$ cat config.mk
export PLATFORM = sky130hd
export DESIGN_NAME = conv3x3_window_generator
export DESIGN_NICKNAME = d
export VERILOG_FILES = /design/src/rtl/conv_pkg.sv /design/src/rtl/line_buffer.sv /design/src/rtl/conv3x3_window_generator.sv
export SDC_FILE = /design/constraint.sdc
export NUM_CORES = 2
export LEC_CHECK = 0
export CAP_MARGIN = 5
export CORE_UTILIZATION = 37
export CTS_CLUSTER_SIZE = 14
export DETAILED_ROUTE_END_ITERATION = 16
export DONT_BUFFER_PORTS = 1
export GPL_TIMING_DRIVEN = 1
export PLACE_DENSITY = 0.47
export SETUP_SLACK_MARGIN = 0.4
export SLEW_MARGIN = 20
export SYNTH_ARGS = -nofsm -noshare
export SYNTH_HDL_FRONTEND = slang
export SYNTH_HIERARCHICAL = 1
export SYNTH_SLANG_ARGS = --single-unit
$ cat constraint.sdc
create_clock -name clock -period 16.58 [get_ports clock]
set_clock_uncertainty 0.05 [all_clocks]
set_input_delay 3.316 -clock clock [delete_from_list [all_inputs] [get_ports clock]]
set_output_delay 3.316 -clock clock [all_outputs]
set_load 0.005 [all_outputs]
$ cat src/rtl/conv_pkg.sv
// Shared types for the depthwise 3x3 convolution front end.
// Pixel, window and window-generator state definitions.
package conv_pkg;

    localparam int WIN_SIZE = 9;
    localparam int PIX_W    = 8;

    typedef logic [PIX_W-1:0] pix_t;
    typedef pix_t [WIN_SIZE-1:0] win_t;

    typedef enum logic [1:0] {
        WG_IDLE  = 2'd0,
        WG_RUN   = 2'd1,
        WG_DRAIN = 2'd2
    } wg_state_e;

endpackage

$ cat src/rtl/line_buffer.sv
// One image row of pixel storage.
// Combinational read and synchronous write share one address.
module line_buffer
    import conv_pkg::*;
#(
    parameter int DEPTH = 224,
    parameter int AW    = $clog2(DEPTH + 1)
) (
    input  logic          clock,
    input  logic          write_en,
    input  logic [AW-1:0] addr,
    input  pix_t          write_data,
    output pix_t          read_data
);

    pix_t mem [DEPTH];

    assign read_data = mem[addr];

    // store the incoming pixel at the current column
    always_ff @(posedge clock) begin
        if (write_en) begin
            mem[addr] <= write_data;
        end
    end

endmodule

$ cat src/rtl/conv3x3_window_generator.sv
// Streams a raster plane in and emits 3x3 windows, stride 1 or 2.
// Two line buffers hold the previous rows; a 3x3 shift array holds the window.
module conv3x3_window_generator
    import conv_pkg::*;
#(
    parameter int MAX_WIDTH = 224,
    parameter int COL_W     = $clog2(MAX_WIDTH + 1),
    parameter int ROW_W     = 16
) (
    input  logic             clock,
    input  logic             reset,
    input  logic             start,
    input  logic [COL_W-1:0] cfg_width,
    input  logic [ROW_W-1:0] cfg_height,
    input  logic             cfg_stride2,
    input  pix_t             pixel_in,
    input  logic             pixel_valid,
    output logic             pixel_ready,
    output pix_t             window_out [WIN_SIZE],
    output logic             window_valid,
    input  logic             window_ready,
    output logic [ROW_W-1:0] window_row,
    output logic [COL_W-1:0] window_col,
    output logic             busy,
    output logic             frame_done,
    output logic             cfg_error
);

    wg_state_e        state;
    wg_state_e        state_nx;
    logic [COL_W-1:0] width_q;
    logic [ROW_W-1:0] height_q;
    logic             stride2_q;
    logic [COL_W-1:0] col_q;
    logic [ROW_W-1:0] row_q;
    pix_t             lb_a_rd;
    pix_t             lb_b_rd;
    logic             accept;
    logic             cfg_ok;
    logic             take_start;
    logic             col_end;
    logic             last_px;
    logic             emit;

    assign cfg_ok = (cfg_width >= COL_W'(3))
                 && (32'(cfg_width) <= MAX_WIDTH)
                 && (cfg_height >= ROW_W'(3));

    assign take_start = (state == WG_IDLE) && start;
    assign accept     = pixel_valid && pixel_ready;
    assign col_end    = (col_q == width_q - COL_W'(1));
    assign last_px    = col_end && (row_q == height_q - ROW_W'(1));

    // stride 2 keeps only even offsets from the first full window
    assign emit = accept
               && (row_q >= ROW_W'(2))
               && (col_q >= COL_W'(2))
               && (!stride2_q || (!row_q[0] && !col_q[0]));

    line_buffer #(.DEPTH(MAX_WIDTH), .AW(COL_W)) lb_a (
        .clock      (clock),
        .write_en   (accept),
        .addr       (col_q),
        .write_data (lb_b_rd),
        .read_data  (lb_a_rd)
    );

    line_buffer #(.DEPTH(MAX_WIDTH), .AW(COL_W)) lb_b (
        .clock      (clock),
        .write_en   (accept),
        .addr       (col_q),
        .write_data (pixel_in),
        .read_data  (lb_b_rd)
    );

    // state register
    always_ff @(posedge clock) begin
        if (reset) begin
            state <= WG_IDLE;
        end else begin
            state <= state_nx;
        end
    end

    // frame sequencing
    always_comb begin
        state_nx = state;
        unique case (state)
            WG_IDLE:  if (start && cfg_ok) state_nx = WG_RUN;
            WG_RUN:   if (accept && last_px) state_nx = WG_DRAIN;
            WG_DRAIN: if (!window_valid || window_ready) state_nx = WG_IDLE;
            default:  state_nx = WG_IDLE;
        endcase
    end

    // handshake and status outputs decoded from state
    always_comb begin
        pixel_ready = 1'b0;
        busy        = 1'b0;
        frame_done  = 1'b0;
        unique case (state)
            WG_RUN: begin
                pixel_ready = !window_valid || window_ready;
                busy        = 1'b1;
            end
            WG_DRAIN: begin
                busy       = 1'b1;
                frame_done = !window_valid || window_ready;
            end
            default: ;
        endcase
    end

    // config latch and raster position counters
    always_ff @(posedge clock) begin
        if (reset) begin
            width_q   <= '0;
            height_q  <= '0;
            stride2_q <= 1'b0;
            col_q     <= '0;
            row_q     <= '0;
        end else if (take_start && cfg_ok) begin
            width_q   <= cfg_width;
            height_q  <= cfg_height;
            stride2_q <= cfg_stride2;
            col_q     <= '0;
            row_q     <= '0;
        end else if (accept) begin
            if (col_end) begin
                col_q <= '0;
                row_q <= row_q + ROW_W'(1);
            end else begin
                col_q <= col_q + COL_W'(1);
            end
        end
    end

    // rejected start reports one cycle later
    always_ff @(posedge clock) begin
        if (reset) begin
            cfg_error <= 1'b0;
        end else begin
            cfg_error <= take_start && !cfg_ok;
        end
    end

    // window shift array, valid flag and output coordinates
    always_ff @(posedge clock) begin
        if (reset) begin
            window_out   <= '{default: '0};
            window_valid <= 1'b0;
            window_row   <= '0;
            window_col   <= '0;
        end else if (accept) begin
            for (int i = 0; i < 3; i++) begin
                window_out[3*i]   <= window_out[3*i+1];
                window_out[3*i+1] <= window_out[3*i+2];
            end
            window_out[2] <= lb_a_rd;
            window_out[5] <= lb_b_rd;
            window_out[8] <= pixel_in;
            window_valid  <= emit;
            if (emit) begin
                window_row <= (row_q - ROW_W'(2)) >> stride2_q;
                window_col <= (col_q - COL_W'(2)) >> stride2_q;
            end
        end else if (window_ready) begin
            window_valid <= 1'b0;
        end
    end

endmodule

; Yosys cells after proc, flatten, opt, wreduce, memory -nomap -nowiden
; Memory sizes are Yosys's and may differ from the RTL's. A register that Yosys moved wholly into a read port is not among the register bits.
; Cells that the tools add are included.
[word_totals]
regBits = 141
ramBits = 3584
out_inout_bits = 101
elab_cells = 81
mem_count = 2
[memory_table]
columns = memory, depth, width, rd, rd_clocked_by_memory_dff, wr, line
row1 = lb_a.mem, 224, 8, 1, 1, 1, line_buffer.sv:16  ; pix_t mem [DEPTH];
row2 = lb_b.mem, 224, 8, 1, 1, 1, line_buffer.sv:16
[op_classes]
add_sub_neg = 6
order_cmp = 5
n_eq_ne = 7
n_shift = 2
n_mux = 14
n_reduce_logical = 27
[ops]
columns = operator, n
row1 = "16-bit by 2-bit >= comparator with 1-bit output, second input constant", 2
row2 = 8-bit two-way mux, 3
row3 = "16-bit by 1-bit adder with 16-bit output, second input constant", 1
row4 = 16-bit equality test, 1
row5 = "8-bit by 2-bit >= comparator with 1-bit output, second input constant", 2
row6 = 16-bit by 1-bit >> shifter with 16-bit output, 1
row7 = "16-bit by 1-bit subtractor with 16-bit output, second input constant", 1
row8 = "16-bit by 2-bit subtractor with 16-bit output, second input constant", 1
row9 = 1-bit logical AND, 13
row10 = "8-bit by 1-bit adder with 8-bit output, second input constant", 1
row11 = 8-bit equality test, 1
row12 = "8-bit <= comparator, second input constant", 1
row13 = 8-bit by 1-bit >> shifter with 8-bit output, 1
row14 = "8-bit by 1-bit subtractor with 8-bit output, second input constant", 1
row15 = "8-bit by 2-bit subtractor with 8-bit output, second input constant", 1
row16 = 1-bit two-way mux, 7
row17 = 2-bit two-way mux, 3
row18 = 2-bit case mux with 3 select lines, 1
row19 = 1-bit zero test, 5
row20 = "2-bit inequality test, second input constant", 2
row21 = 2-bit AND reduction, 2
row22 = 2-bit OR reduction, 2
row23 = 3-bit AND reduction, 1
row24 = "2-bit by 1-bit equality test with 1-bit output, second input constant", 1
row25 = other kinds (5), 6

; Longest topological paths before layout
[logic_depth]
ltp_word = 8
ltp_mapped = 12
mapped_depth_nobuf = 10

; Hierarchy
; The synthesis kept the hierarchy.
[modules_own_cells]
columns = mod, instances, cells_per_inst, area_per_inst_um2
row1 = line_buffer, 2, 3114, 68952.4
row2 = conv3x3_window_generator, 1, 938, 7254.5

; Worst setup path after synthesis
; No wires, ideal clock.
[synth_timing]
path_type = register to register
start = reg col_q[1] (netlist name)
end = mem lb_a/mem[0][7] (netlist bit), data pin
t_arrival_ps = 11151
slack_ps = 3375
path_stages_with_launch = 9
cell_sequence = dfxtp_1 -> buf_2 -> buf_2 -> buf_1 -> mux2i_1 -> a211oi_1 -> nand3_1 -> o311a_1 -> o311ai_1
[synth_lines]
columns = element, line
row1 = end: declaration, line_buffer.sv:16

==> results.cfg <==
[synth]
yosysMostFrequentCell = edfxtp_1
yosysTopAreaCell = edfxtp_1
synth_area_um2 = 145000
syn_avg_cell_area_um2 = 20.3
synth_ff_type = edfxtp_1
syn-num-nets = 7217
yosys.area.top_type_share_pct = 74.1
ys_ff_latch = 3733
async_reset_ff_share_pct = 0
synthTopCellsByArea = edfxtp_1, mux4_2, dfxtp_1
synthTopCellsByCount = edfxtp_1, mux4_2, nor2_1, nand2_1, clkbuf_1
ys_warn_count = 6
seq_area_frac_synth_pct = 76.2
synth.distinct_cells = 82
synth_edf_count = 3584
synth_cells = 7166

[placed_design]
hpwl_mm = 252
gp_congestion = 0.815
place.port_buffers = 0

[floorplan]
fp.coreArea_um2 = 390000
die_width_um = 628
num_io_pins = 139
die_h_um = 628
rows = 229
start_util_pct = 37.3
dieArea_um2 = 395000

[cts]
cts_tree = built
clkSinkCount = 3733
cts_resized = 0
insertion_delay_ns = 0.98
path_clk_slew_ns = 0.06
htree_levels = 5
holdBufCountCts = 0
max-clock-path-buffers = 4
cts_made_buffers = 404
post_cts_buffers = 0
cts_root_buf = clkbuf_16

[layout]
area_growth_pct = 13.8
drive_gt1_share_pct = 23.3
nets = 7330
num-fill-cells = 33736

[global_routing]
grt_max_degree = 226
antenna_found_initial = 9
track_usage_pct = 20.8
grt-ovfl-total = 0
grt_pass1_vias = 73712
grt_pass1_wl_mm = 590

[setup_path]
critPathArrivalTime_ns = 7.62
crit_type = reg2reg
start_kind = flip-flop
end_kind = flip-flop
cp.required_ns = 16.96
critPathMaxFanout = 122

[route]
first_pass_iters = 5
drcViolationCount = 0
vias = 72078
first_iter_violations = 7089
ant_nets = 0
wirelength_mm = 417
wl_per_cell_um = 32.5
viasPerCell = 5.62

[sta]
rsz0062_at_grt = no
clock.fmax_mhz = 138
period_share_pct = 43.7
setup_viol = 0
finalSetupTns_ns = 0
slew_violations = 0
period_needed_ns = 7.24
relSlewSlack_pct = 16.8
tightestPinTransition_ns = 1.24
hold_violations = 0

[flow_run]
maxCapViolations = 0

[pwr]
p_per_area_nw_per_um2 = 123
power_uw = 20300
leakagePower_uw = 0.0489
ir_drop_uv = 87.6

[status]
status = completed

[worst_hold_path]
hp-class = reg2reg
## flip-flops by register name, summed over array words and instances (netlist names)
name          flops
height_q         16
window_valid      1
window_col        8
lb_b/mem       1792
window_row       16
state             2
row_q            16
window_out       72
stride2_q         1
col_q             8
cfg_error         1
width_q           8
lb_a/mem       1792
## cells in the final DEF (no fill, tap or decap), types with 24 or more instances in the layout
| cell | n |
|---|---|
| o22ai_1 | 147 |
| o22a_1 | 24 |
| a21oi_1 | 175 |
| clkinvlp_4 | 26 |
| o21ai_0 | 50 |
| nor4_1 | 28 |
| clkinv_2 | 72 |
| a22oi_1 | 80 |
| clkbuf_1 | 52 |
| clkinv_1 | 79 |
| mux2i_1 | 94 |
| clkbuf_16 | 412 |
| dfxtp_1 | 141 |
| xnor2_1 | 34 |
| o221ai_1 | 26 |
| a211oi_1 | 51 |
| nor2_1 | 526 |
| nand4_1 | 24 |
| nor3_1 | 41 |
| nand3_1 | 64 |
| edfxtp_1 | 3584 |
| bufinv_16 | 71 |
| inv_1 | 24 |
| mux4_2 | 918 |
| buf_4 | 128 |
| nand2_1 | 309 |
## cell families (layout without fill, tap and decap cells)
group	Yosys count	in the layout	synth area share, %
AO/OA/AOI/OAI	718	718	3.37
XOR/XNOR	55	55	0.341
adder cells (fa/ha/maj)	13	13	0.112
buffers and inverters	466	924	1.56
flip-flops	3733	3733	76.2
multiplexers	1013	1013	14.9
other	0	7	0
AND/OR/NAND/NOR	1168	1168	3.52
## layer usage
| layer | track usage (%) | up-vias | share of wire [%] |
|---|---|---|---|
| li1 | - | 29958 | - |
| met1 | 29.5 | 39032 | 43 |
| met2 | 33.8 | 2576 | 48 |
| met3 | 3.41 | 508 | 6.5 |
| met4 | 4.97 | 4 | 2.4 |
| met5 | 0 | - | 0.0065 |
## path summary, 6_finish.rpt
path / from / end / slack, ns / cells after the start
worst min register to register: window_out[23] / window_out[23] / 0.42 / 2
worst max register to register: col_q[0] / lb_a/mem[220][2] / 9.34 / 12
worst min-delay path: window_out[23] / window_out[23] / 0.42 / 2
worst max-delay path: col_q[0] / lb_a/mem[220][2] / 9.34 / 12
## critical path, stage by stage, from the launching register on
cell and delay, ns:
dfxtp_4 0.75, buf_4 0.62, buf_12 0.46, buf_4 0.69
mux4_2 0.58, a22o_1 0.24, a221oi_1 0.58, o22ai_1 0.18
o31ai_2 0.70, o311ai_4 0.19, buf_4 0.36, buf_12 0.30
buf_16 0.24
## cell type report
cell class / instances / area (um^2) / share of cell area [%]
repair buffers: 145 / 1320 / 0.797
well taps: 5197 / 6500 / 3.94
multi-input cells: 2967 / 32700 / 19.8
flip-flops and latches: 3733 / 111000 / 67.0
clock buffers: 471 / 10600 / 6.40
inverters: 28 / 108 / 0.0651
diodes: 7 / 17.5 / 0.0106
clock inverters: 280 / 3380 / 2.05
## where the power goes
part | switching [uW] | total [uW] | internal [uW] | leakage [uW]
clock network | 3760 | 9440 | 5680 | 0.00678
registers | 15.4 | 10400 | 10400 | 0.0334
logic | 308 | 483 | 176 | 0.00875
## through the flow
stage / instance area (um^2) / cells / util [%] / setup WS, ns / hold WS (ns)
4_1_cts: 165000 / 12819 / 42.4 / 9.30 / 0.419
3_3_place_gp: 151000 / 12068 / 38.8 / 9.08 / 0.410
3_5_place_dp: 151000 / 12068 / 38.8 / 9.02 / 0.412
5_1_grt: 165000 / 12823 / 42.4 / 9.01 / 0.439
6_report: 165000 / 12828 / 42.4 / 9.34 / 0.422
2_1_floorplan: 145000 / 7166 / - / 3.37 / 0.398
Note: power is estimated with default switching activity, not from simulation.
